File: src/rtl/spw_buffer_ctrl_pkg.sv
`default_nettype none
// ============================================================================
//  Module      : spw_pkg
//  Description : Shared constants, typedefs and the free-entry priority
//                encoder for the store-pending-write buffer controller.
//  Contents    : PTR_WIDTH / DEPTH, spw_ptr_t, spw_cnt_t, lowest_zero()
//  Revision    : 1.0 - initial release
// ============================================================================
package spw_pkg;

  localparam int PTR_WIDTH = 3;
  localparam int DEPTH     = 1 << PTR_WIDTH;

  typedef logic [PTR_WIDTH-1:0] spw_ptr_t;
  typedef logic [PTR_WIDTH:0]   spw_cnt_t;

  // Lowest index whose bit is clear. Returns 0 when every bit is set; the
  // caller masks that case with the full flag.
  function automatic spw_ptr_t lowest_zero(input logic [DEPTH-1:0] v);
    spw_ptr_t idx;
    idx = '0;
    for (int i = DEPTH - 1; i >= 0; i--) begin
      if (!v[i]) idx = spw_ptr_t'(i);
    end
    return idx;
  endfunction

endpackage
`default_nettype wire

File: src/rtl/spw_buffer_ctrl_if.sv
`default_nettype none
// ============================================================================
//  Module      : spw_buffer_ctrl_if
//  Description : Bundle of the allocation, write and drain signals of the
//                spw buffer controller.
//  Ports       : slave  - controller side (receives requests / drain_ready)
//                master - store pipes + downstream side
//  Revision    : 1.0 - initial release
// ============================================================================
interface spw_buffer_ctrl_if import spw_pkg::*; ();

  logic [1:0]       req_valid_i;
  logic [1:0]       req_ready_o;
  logic             wr_en_o;
  spw_ptr_t         write_ptr_o;
  logic             drain_valid_o;
  spw_ptr_t         drain_ptr_o;
  logic             drain_ready_i;
  logic [DEPTH-1:0] valid_array_o;
  spw_cnt_t         count_o;
  logic             full_o;
  logic             empty_o;

  modport slave (
    input  req_valid_i,
    input  drain_ready_i,
    output req_ready_o,
    output wr_en_o,
    output write_ptr_o,
    output drain_valid_o,
    output drain_ptr_o,
    output valid_array_o,
    output count_o,
    output full_o,
    output empty_o
  );

  modport master (
    output req_valid_i,
    output drain_ready_i,
    input  req_ready_o,
    input  wr_en_o,
    input  write_ptr_o,
    input  drain_valid_o,
    input  drain_ptr_o,
    input  valid_array_o,
    input  count_o,
    input  full_o,
    input  empty_o
  );

endinterface
`default_nettype wire

File: src/rtl/spw_buffer_ctrl_order_fifo.sv
`default_nettype none
// ============================================================================
//  Module      : spw_order_fifo
//  Description : DEPTH x PTR_WIDTH FIFO of allocated entry indices, giving
//                the drain order (allocation order).
//  Ports       : clk_i, rst_i (async, active-low)
//                push_i / push_data_i - enqueue an allocated index
//                pop_i                - dequeue the head
//                head_o               - oldest enqueued index
//  Revision    : 1.0 - initial release
// ============================================================================
module spw_order_fifo import spw_pkg::*; (
  input  wire logic     clk_i,
  input  wire logic     rst_i,
  input  wire logic     push_i,
  input  wire spw_ptr_t push_data_i,
  input  wire logic     pop_i,
  output spw_ptr_t      head_o
);

  spw_ptr_t r_mem [DEPTH];
  spw_ptr_t r_wr_ptr;
  spw_ptr_t r_rd_ptr;

  // Pointers wrap naturally modulo DEPTH; occupancy is tracked by the
  // owner's counter, so no extra wrap bit is kept here.
  always_ff @(posedge clk_i or negedge rst_i) begin
    if (!rst_i) begin
      r_wr_ptr <= '0;
      r_rd_ptr <= '0;
    end else begin
      if (push_i) r_wr_ptr <= r_wr_ptr + spw_ptr_t'(1);
      if (pop_i)  r_rd_ptr <= r_rd_ptr + spw_ptr_t'(1);
    end
  end

  always_ff @(posedge clk_i) begin
    if (push_i) r_mem[r_wr_ptr] <= push_data_i;
  end

  assign head_o = r_mem[r_rd_ptr];

endmodule
`default_nettype wire

File: src/rtl/spw_buffer_ctrl.sv
`default_nettype none
// ============================================================================
//  Module      : spw_buffer_ctrl
//  Description : Allocation and drain controller for the spw buffer. Grants
//                one of two store requesters a free entry per cycle, owns the
//                per-entry valid bits and drains entries in allocation order.
//  Ports       : clk_i  - clock
//                rst_i  - asynchronous active-low reset
//                bus    - spw_buffer_ctrl_if.slave (requests, write port,
//                         drain handshake, valid array, count, full/empty)
//  Revision    : 1.0 - initial release
// ============================================================================
module spw_buffer_ctrl import spw_pkg::*; (
  input  wire logic         clk_i,
  input  wire logic         rst_i,
  spw_buffer_ctrl_if.slave  bus
);

  logic [DEPTH-1:0] r_valid;
  spw_cnt_t         r_count;
  logic             r_rr;       // requester that wins the next contention

  logic [DEPTH-1:0] w_valid_nxt;
  logic [1:0]       w_grant;
  logic             w_alloc;
  logic             w_drain;
  logic             w_full;
  logic             w_empty;
  spw_ptr_t         w_free_idx;
  spw_ptr_t         w_head;

  assign w_full     = (r_count == spw_cnt_t'(DEPTH));
  assign w_empty    = (r_count == '0);
  assign w_free_idx = lowest_zero(r_valid);

  // Grants only ever go to a valid requester, so the grant vector is
  // already the AND of request and ready. Full blocks allocation even when
  // a drain completes this cycle: the freed slot is not visible until the
  // valid array updates.
  always_comb begin
    w_grant = 2'b00;
    if (!w_full) begin
      case (bus.req_valid_i)
        2'b01:   w_grant = 2'b01;
        2'b10:   w_grant = 2'b10;
        2'b11:   w_grant = r_rr ? 2'b10 : 2'b01;
        default: w_grant = 2'b00;
      endcase
    end
  end

  assign w_alloc = |(bus.req_valid_i & w_grant);
  assign w_drain = !w_empty && bus.drain_ready_i;

  // The allocated index is clear and the drained head is set, so the two
  // updates can never target the same entry.
  always_comb begin
    w_valid_nxt = r_valid;
    if (w_alloc) w_valid_nxt[w_free_idx] = 1'b1;
    if (w_drain) w_valid_nxt[w_head]     = 1'b0;
  end

  always_ff @(posedge clk_i or negedge rst_i) begin
    if (!rst_i) begin
      r_valid <= '0;
      r_count <= '0;
      r_rr    <= 1'b0;
    end else begin
      r_valid <= w_valid_nxt;
      case ({w_alloc, w_drain})
        2'b10:   r_count <= r_count + spw_cnt_t'(1);
        2'b01:   r_count <= r_count - spw_cnt_t'(1);
        default: r_count <= r_count;
      endcase
      // After a grant, priority passes to the requester that did not win.
      if (w_alloc) r_rr <= w_grant[0];
    end
  end

  spw_order_fifo u_order_fifo (
    .clk_i       (clk_i),
    .rst_i       (rst_i),
    .push_i      (w_alloc),
    .push_data_i (w_free_idx),
    .pop_i       (w_drain),
    .head_o      (w_head)
  );

  assign bus.req_ready_o   = w_grant;
  assign bus.wr_en_o       = w_alloc;
  assign bus.write_ptr_o   = w_free_idx;
  assign bus.drain_valid_o = !w_empty;
  assign bus.drain_ptr_o   = w_head;
  assign bus.valid_array_o = r_valid;
  assign bus.count_o       = r_count;
  assign bus.full_o        = w_full;
  assign bus.empty_o       = w_empty;

endmodule
`default_nettype wire
File: src/flat_wrapper.sv
// flat-port wrapper written by rule: the top's interface ports become plain ports
module spw_buffer_ctrl_flat import spw_pkg::*;
  (clk_i, rst_i, bus_req_valid_i, bus_drain_ready_i, bus_req_ready_o, bus_wr_en_o, bus_write_ptr_o, bus_drain_valid_o, bus_drain_ptr_o, bus_valid_array_o, bus_count_o, bus_full_o, bus_empty_o);
  spw_buffer_ctrl_if bus_i ();
  input  wire logic clk_i;
  input  wire logic rst_i;
  input wire logic [$bits(bus_i.req_valid_i)-1:0] bus_req_valid_i;
  input wire logic [$bits(bus_i.drain_ready_i)-1:0] bus_drain_ready_i;
  output wire logic [$bits(bus_i.req_ready_o)-1:0] bus_req_ready_o;
  output wire logic [$bits(bus_i.wr_en_o)-1:0] bus_wr_en_o;
  output wire logic [$bits(bus_i.write_ptr_o)-1:0] bus_write_ptr_o;
  output wire logic [$bits(bus_i.drain_valid_o)-1:0] bus_drain_valid_o;
  output wire logic [$bits(bus_i.drain_ptr_o)-1:0] bus_drain_ptr_o;
  output wire logic [$bits(bus_i.valid_array_o)-1:0] bus_valid_array_o;
  output wire logic [$bits(bus_i.count_o)-1:0] bus_count_o;
  output wire logic [$bits(bus_i.full_o)-1:0] bus_full_o;
  output wire logic [$bits(bus_i.empty_o)-1:0] bus_empty_o;
  assign bus_i.req_valid_i = bus_req_valid_i;
  assign bus_i.drain_ready_i = bus_drain_ready_i;
  assign bus_req_ready_o = bus_i.req_ready_o;
  assign bus_wr_en_o = bus_i.wr_en_o;
  assign bus_write_ptr_o = bus_i.write_ptr_o;
  assign bus_drain_valid_o = bus_i.drain_valid_o;
  assign bus_drain_ptr_o = bus_i.drain_ptr_o;
  assign bus_valid_array_o = bus_i.valid_array_o;
  assign bus_count_o = bus_i.count_o;
  assign bus_full_o = bus_i.full_o;
  assign bus_empty_o = bus_i.empty_o;
  spw_buffer_ctrl u_core (.clk_i(clk_i), .rst_i(rst_i), .bus(bus_i));
endmodule
File: config.mk
export PLATFORM = sky130hd
export DESIGN_NAME = spw_buffer_ctrl_flat
export DESIGN_NICKNAME = d
export VERILOG_FILES = /design/src/rtl/spw_buffer_ctrl_pkg.sv /design/src/rtl/spw_buffer_ctrl_if.sv /design/src/rtl/spw_buffer_ctrl_order_fifo.sv /design/src/rtl/spw_buffer_ctrl.sv /design/src/flat_wrapper.sv
export SDC_FILE = /design/constraint.sdc
export NUM_CORES = 1
export LEC_CHECK = 0
export ABC_AREA = 1
export BUFFER_PORTS_ARGS = -buffer_cell sky130_fd_sc_hd__buf_2
export CORE_ASPECT_RATIO = 0.7
export CORE_MARGIN = 8
export CORE_UTILIZATION = 50
export CTS_BUF_LIST = sky130_fd_sc_hd__clkbuf_8 sky130_fd_sc_hd__clkbuf_16
export DETAILED_ROUTE_END_ITERATION = 10
export GPL_ROUTABILITY_DRIVEN = 0
export GPL_TIMING_DRIVEN = 0
export PLACE_DENSITY = 0.7
export REMOVE_ABC_BUFFERS = 1
export SETUP_SLACK_MARGIN = 0.2
export SKIP_LAST_GASP = 1
export SLEW_MARGIN = 10
export SYNTH_ARGS = -nofsm -noshare
export SYNTH_HDL_FRONTEND = slang
export SYNTH_HIERARCHICAL = 1
export SYNTH_SLANG_ARGS = --single-unit
File: constraint.sdc
create_clock -name clk_i -period 1.73 [get_ports clk_i]
set_input_delay 0.0865 -clock clk_i [delete_from_list [all_inputs] [get_ports clk_i]]
set_output_delay 0.0865 -clock clk_i [all_outputs]
set_load 0.02 [all_outputs]
==> results.cfg, run 1 <==
[cells_and_area]
drive_gt1_share_pct = 53.0
seq_area_sq_um = 1200
nets = 343
fill_cells = 234
multi_input_area_sq_um = 1190
area_delta_synth_final_pct = 56.7
diodes = 0
fin_cells = 389

[synth]
synth-edff-count = 24
synth_top_area_cell = edfxtp_1
post-synth-top-count-cell = nand2_1
synth_ff_type = edfxtp_1
netlist_area_sq_um = 2180
synthTopCellsByCount = nand2_1 (69), inv_1 (55), nand3_1 (26), edfxtp_1 (24), dfrtp_1 (19)
synth_top_area_share_pct = 33.1
async_flop_share_pct = 44.2
synth_area_per_cell_sq_um = 8.48
synth_area_leaders = edfxtp_1 (33%), dfrtp_1 (22%), nand2_1 (12%)
ys_seq_area_share_pct = 54.9
ys_ff_latch = 43
synth_warnings = 6
ys_types = 24
netlist_instances = 257

[detailed_routing]
wirelength_microns = 7510
antenna_left = 0
drc_errors = 0
vias_per_cell = 5.34
vias = 2078
wl_per_cell_microns = 19.3
drtIter0Drc = 185
first_pass_iters = 5

[sta]
finalCritPeriodShare_pct = 124
setup_slack_ns = -0.407
skew_ns = 0.0258
slew_headroom_pct = 69.5
hold_viol = 0
grt_setup_unrepaired = yes
tns_ns = -3.14
worstMarginPinSlew_ns = 0.458
hold_ws_ns = 0.130
fmax_ghz = 0.468
setup_viol = 32
drv_slew = 0
fin_crit_ns = 2.14

[setup_path]
worstPathArrival_ns = 2.33
crit_fanout = 3
worstSetupPathType = reg -> reg
rr_worst_depth = 10
start_kind = flop
critical_path_required_ns = 1.93
cp-end-kind = flop

[flow_run]
cap_violations = 0

[placed_design]
place_ws_ns = -0.406
post-place-cells = 338
hpwl_microns = 3090
io_buffers = 28

[floorplanning]
ios = 29
dieArea_sq_um = 6760
core_sq_um = 4250
start_util_pct = 51.2
die_y_microns = 71.2
row_count = 20
die_w_microns = 94.9

[global_route]
grt_max_degree = 20
antenna_found_initial = 0
grtUsageTotal_pct = 17.7
globalRoute.totalOverflow = 0
grt_first_pass_wirelength_microns = 9170
grt_pass1_vias = 1810

[clock_tree]
clkSinkCount = 43
clock-root-buffer = clkbuf_8
htree_levels = 2
clk_path_buf_depth = 2
clock_latency_ns = 0.31
numCtsBuffers = 5
cts_tree = built
clk_pin_slew_ns = 0.10

[outcome]
outcome = complete, but fails checks
violations = setup timing

[hold_path]
holdPathStages = 3
holdCritPathClass = in -> reg
==> cell type report <==
class,instances,share of cell area [%]
sequential,43,35.3
multi-input combinational,149,34.8
timing repair buffer,69,16.9
inverter,63,7.95
clock buffer,6,2.42
tap,55,2.02
timing repair inverter,2,0.330
clock inverter,2,0.257
==> per-stage QoR <==
stage | area [sq um] | util, %
after CTS | 2880 | 67.7
after floorplan | 2160 | -
after global routing | 3410 | 80.3
final | 3410 | 80.3
after detailed placement | 2370 | 55.7
after global placement | 2370 | 55.7
==> critical path, stage by stage (launching register included) <==
cell and delay (ns):
dfrtp_2 0.43, buf_4 0.15, nor3_4 0.23, nor2_4 0.06
ha_4 0.20, xor2_4 0.20, buf_6 0.12, ha_4 0.14
a21oi_2 0.14, xor2_1 0.23, o21ai_1 0.11
==> logic make-up (layout without fill, tap and decap cells) <==
kind of cell	Yosys count	count (layout)	share of synthesized area, %
buffers and inverters	65	142	11.7
AOI/OAI and AO/OA	19	19	4.88
xor gates and xnor gates	8	8	3.22
adders and majority gates	5	5	2.87
and+or+nand+nor	117	117	22.4
DFF	43	43	54.9
==> layout by cell type (no fill, tap or decap), types with 2 or more instances in the layout <==
cell       n
edfxtp_1  24
inv_2      6
inv_4      6
dfrtp_2    7
o21ai_4    2
nand2_2   22
buf_8      3
o21ai_1    2
buf_2     18
nor2_4    11
xor2_4     2
nand2_1   39
inv_1     49
nand3_2   14
buf_6     18
nand3_1   10
a21oi_2    6
nor2_2     2
buf_4     28
nor2_1     6
dfrtp_1   12
o22ai_2    2
o21ai_0    2
nand2_4    7
nand3_4    2
clkinv_4   2
xor2_1     4
ha_4       3
ha_1       2
clkbuf_8   6
==> worst paths after layout <==
| path | start | to | slack (ns) |
|---|---|---|---|
| worst max-delay path | u_core/bus.count_o[2] | u_core/bus.count_o[2] | -0.41 |
| worst min register to register | u_core/r_rr | u_core/r_rr | 0.55 |
| worst max register to register | u_core/bus.count_o[2] | u_core/bus.count_o[2] | -0.41 |
| worst min-delay path | bus_req_valid_i[0] | u_core/r_rr | 0.13 |
| min in group asynchronous | rst_i | u_core/bus.count_o[3] | 0.25 |
| max in group asynchronous | rst_i | u_core/bus.valid_array_o[0] | 1.13 |
==> repair_timing <==
item                                   4_1_cts  5_1_grt
pin swaps                                    9       42
setup endpoints to repair                   46       48
endpoints found under the hold margin       19        0
setup buffers                               22       18
hold buffers                                 1        0
gates resized for setup                     66      102
cloned                                       1        1
==> flip-flops by register name, summed over array words and instances, names as in the netlist <==
name	count
u_core/u_order_fifo/r_rd_ptr	3
u_core/bus.valid_array_o	8
u_core/bus.count_o	4
u_core/r_rr	1
u_core/u_order_fifo/r_wr_ptr	3
u_core/u_order_fifo/r_mem	24
==> routing by layer <==
metal  global-route usage [%]  vias to the layer above  wire length [microns]
met2                     30.4                      121                   3850
met1                     22.2                      981                   2840
met4                     3.79                        0                    290
li1                         -                      943                      -
met3                     3.86                       33                    533
met5                        0                        -                      0
Power of run 1 is not shown: default switching activity piles up to over one toggle a cycle in this logic, so the estimate is an artifact.
==> run 2: changes to the inputs <==
--- a/config.mk
+++ b/config.mk
@@ -11,10 +11,11 @@
 export CORE_MARGIN = 8
 export CORE_UTILIZATION = 50
 export CTS_BUF_LIST = sky130_fd_sc_hd__clkbuf_8 sky130_fd_sc_hd__clkbuf_16
+export CTS_CLUSTER_SIZE = 25
 export DETAILED_ROUTE_END_ITERATION = 10
 export GPL_ROUTABILITY_DRIVEN = 0
 export GPL_TIMING_DRIVEN = 0
-export PLACE_DENSITY = 0.7
+export PLACE_DENSITY = 0.68
 export REMOVE_ABC_BUFFERS = 1
 export SETUP_SLACK_MARGIN = 0.2
 export SKIP_LAST_GASP = 1
==> constraint.sdc (replaced) <==
create_clock -name clk_i -period 2.2 [get_ports clk_i]
set_input_delay 0.11 -clock clk_i [delete_from_list [all_inputs] [get_ports clk_i]]
set_output_delay 0.11 -clock clk_i [all_outputs]
set_load 0.02 [all_outputs]
==> run 2 against run 1 <==
  * The run now ends clean
  * Via count down 20%
  * Final cell count down 9.5%
  * Routed wire length down 41%
  * Highest routed layer unchanged
  * Hold slack better by 0.063 ns
  * Maximum frequency up 9.9%
  * Final area down 24%
  * Setup slack better by 0.66 ns
==> results.cfg, run 2 (synthesis gave the netlist of run 1 again) <==
[detailed_routing]
antenna_left = 0
first_pass_iters = 4
drc_errors = 0
drtIter0Drc = 115
vias_per_cell = 4.71
wirelength_microns = 4470
wl_per_cell_microns = 12.7
vias = 1659

[power]
ir_worst_vdd_v = 0.000780
power_density_nw_per_um2 = 1660
p_leak_nw = 1.32

[clock_tree]
clock-root-buffer = clkbuf_8
clock_latency_ns = 0.29
htree_levels = 2
numCtsBuffers = 5
cts_tree = built
clkSinkCount = 43
clk_pin_slew_ns = 0.08
clk_path_buf_depth = 2

[setup_path]
crit-reg2reg-launch = u_core/bus.count_o[0]
crit_fanout = 3
rr_worst_depth = 10
worstPathArrival_ns = 2.11
critPathTopFamily = flip-flops
worstSetupPathType = reg -> reg
cpPeakStageDelay_ns = 0.43
worst-path-buf-inv = 1
start_kind = flop
cp_common_cell = nor2_4
critical_path_required_ns = 2.37
rrSetupSlack_ns = 0.26
cp-end-kind = flop
worst_path_max_delay_cell = dfrtp_2
reg2reg_to = u_core/bus.count_o[2]
crit_chain = nor2_4 > inv_2 > nor3_4 > nor2_4 > ha_4 > xor2_2 > ha_1 > a21oi_1 > xor2_1 > o21ai_1

[global_route]
grt_max_degree = 20
grt_first_pass_wirelength_microns = 7400
grtUsageTotal_pct = 13.7
grt_pass1_vias = 1624
globalRoute.totalOverflow = 0
antenna_found_initial = 0

[sta]
grt_setup_unrepaired = no
fin_crit_ns = 1.94
hold_ws_ns = 0.193
setup_slack_ns = 0.257
drv_slew = 0
finalCritPeriodShare_pct = 88.3
fmax_ghz = 0.515
skew_ns = 0.00539
hold_viol = 0
slew_headroom_pct = 70.2
worstMarginPinSlew_ns = 0.447
setup_viol = 0

[cells_and_area]
final_util_pct = 60.9
final_common_cell = nand2_1
drive_gt1_share_pct = 21.2
fin_cells = 352
final_cell_mix = nand2_1 (69), inv_1 (55), buf_2 (28)
regMostFlops = u_core/u_order_fifo/r_mem
diodes = 0
nets = 306
largest_reg_flops = 24
fill_cells = 378
area_delta_synth_final_pct = 19.0

[floorplanning]
dieArea_sq_um = 6760
row_count = 20
start_util_pct = 51.2
core_sq_um = 4250
die_w_microns = 94.9
ios = 29
die_y_microns = 71.2

[placed_design]
hpwl_microns = 3110
place_ws_ns = 0.0447
io_buffers = 28
post-place-cells = 338

[hold_path]
holdCritPathClass = in -> reg
min_to = u_core/r_rr
holdPathStages = 3
hold_start = bus_req_valid_i[0]

[flow_run]
cap_violations = 0

[outcome]
outcome = completed
-- run 2: worst max path at each step --
stage                                startpoint                         endpoint  slack, ns  depth (start not counted)
after floorplan           u_core/bus.count_o[0]            u_core/bus.count_o[2]      -0.12                         10
after global placement    u_core/bus.count_o[0]            u_core/bus.count_o[2]       0.09                         10
after detailed placement  u_core/bus.count_o[0]            u_core/bus.count_o[2]       0.04                         10
after CTS                 u_core/bus.count_o[2]  u_core/u_order_fifo/r_mem[0][2]       0.20                          7
after global routing      u_core/bus.count_o[0]            u_core/bus.count_o[3]       0.16                         10
final                     u_core/bus.count_o[0]            u_core/bus.count_o[2]       0.26                         10
-- run 2: worst register-to-register path, stage by stage (launching register included) --
cell and delay, ns:
dfrtp_2 0.43, nor2_4 0.13, inv_2 0.05, nor3_4 0.21
nor2_4 0.08, ha_4 0.18, xor2_2 0.16, ha_1 0.19
a21oi_1 0.15, xor2_1 0.17, o21ai_1 0.08
-- run 2: final cells by class --
class                      instances  area (sq um)  share of cell area, %
clock inverter                     3          41.3                   1.59
tap                               55          68.8                   2.65
multi-input combinational        149           788                   30.4
timing repair buffer              34           188                   7.24
inverter                          63           236                   9.12
clock buffer                       5          68.8                   2.65
sequential                        43          1200                   46.3
-- run 2: where the power goes --
| group | total, W | internal, W | switching (W) |
|---|---|---|---|
| clock | 0.000595 | 0.000334 | 0.000261 |
| combinational | 0.00216 | 0.000696 | 0.00147 |
| sequential | 0.00154 | 0.00128 | 0.000262 |
| total | 0.00430 | 0.00231 | 0.00199 |
-- run 2: through the flow --
stage / total power (W) / area (sq um) / setup TNS [ns]
global placement: 0.00353 / 2370 / 0
floorplan: 0.00295 / 2160 / -0.154
global route: 0.00466 / 2590 / 0
detailed placement: 0.00356 / 2370 / 0
finish: 0.00430 / 2590 / 0
CTS: 0.00426 / 2550 / 0
-- run 2: what timing repair did --
item,CTS,global route
gates resized for setup,9,7
hold buffers,1,0
gates cloned,0,0
endpoints found under the setup margin,6,16
hold endpoints to repair,19,0
buffers inserted,3,2
pin swaps,1,1
-- run 2: metal layers --
metal	GRT usage (%)	wire (microns)	share of wire, %	vias up
met4	3.79	35	0.78	0
met3	3.44	216	4.8	5
met1	18.3	2150	48	758
met5	0	0	0	-
li1	-	-	-	865
met2	21.6	2070	46	31
No activity file was read; power rests on OpenSTA's default activity.
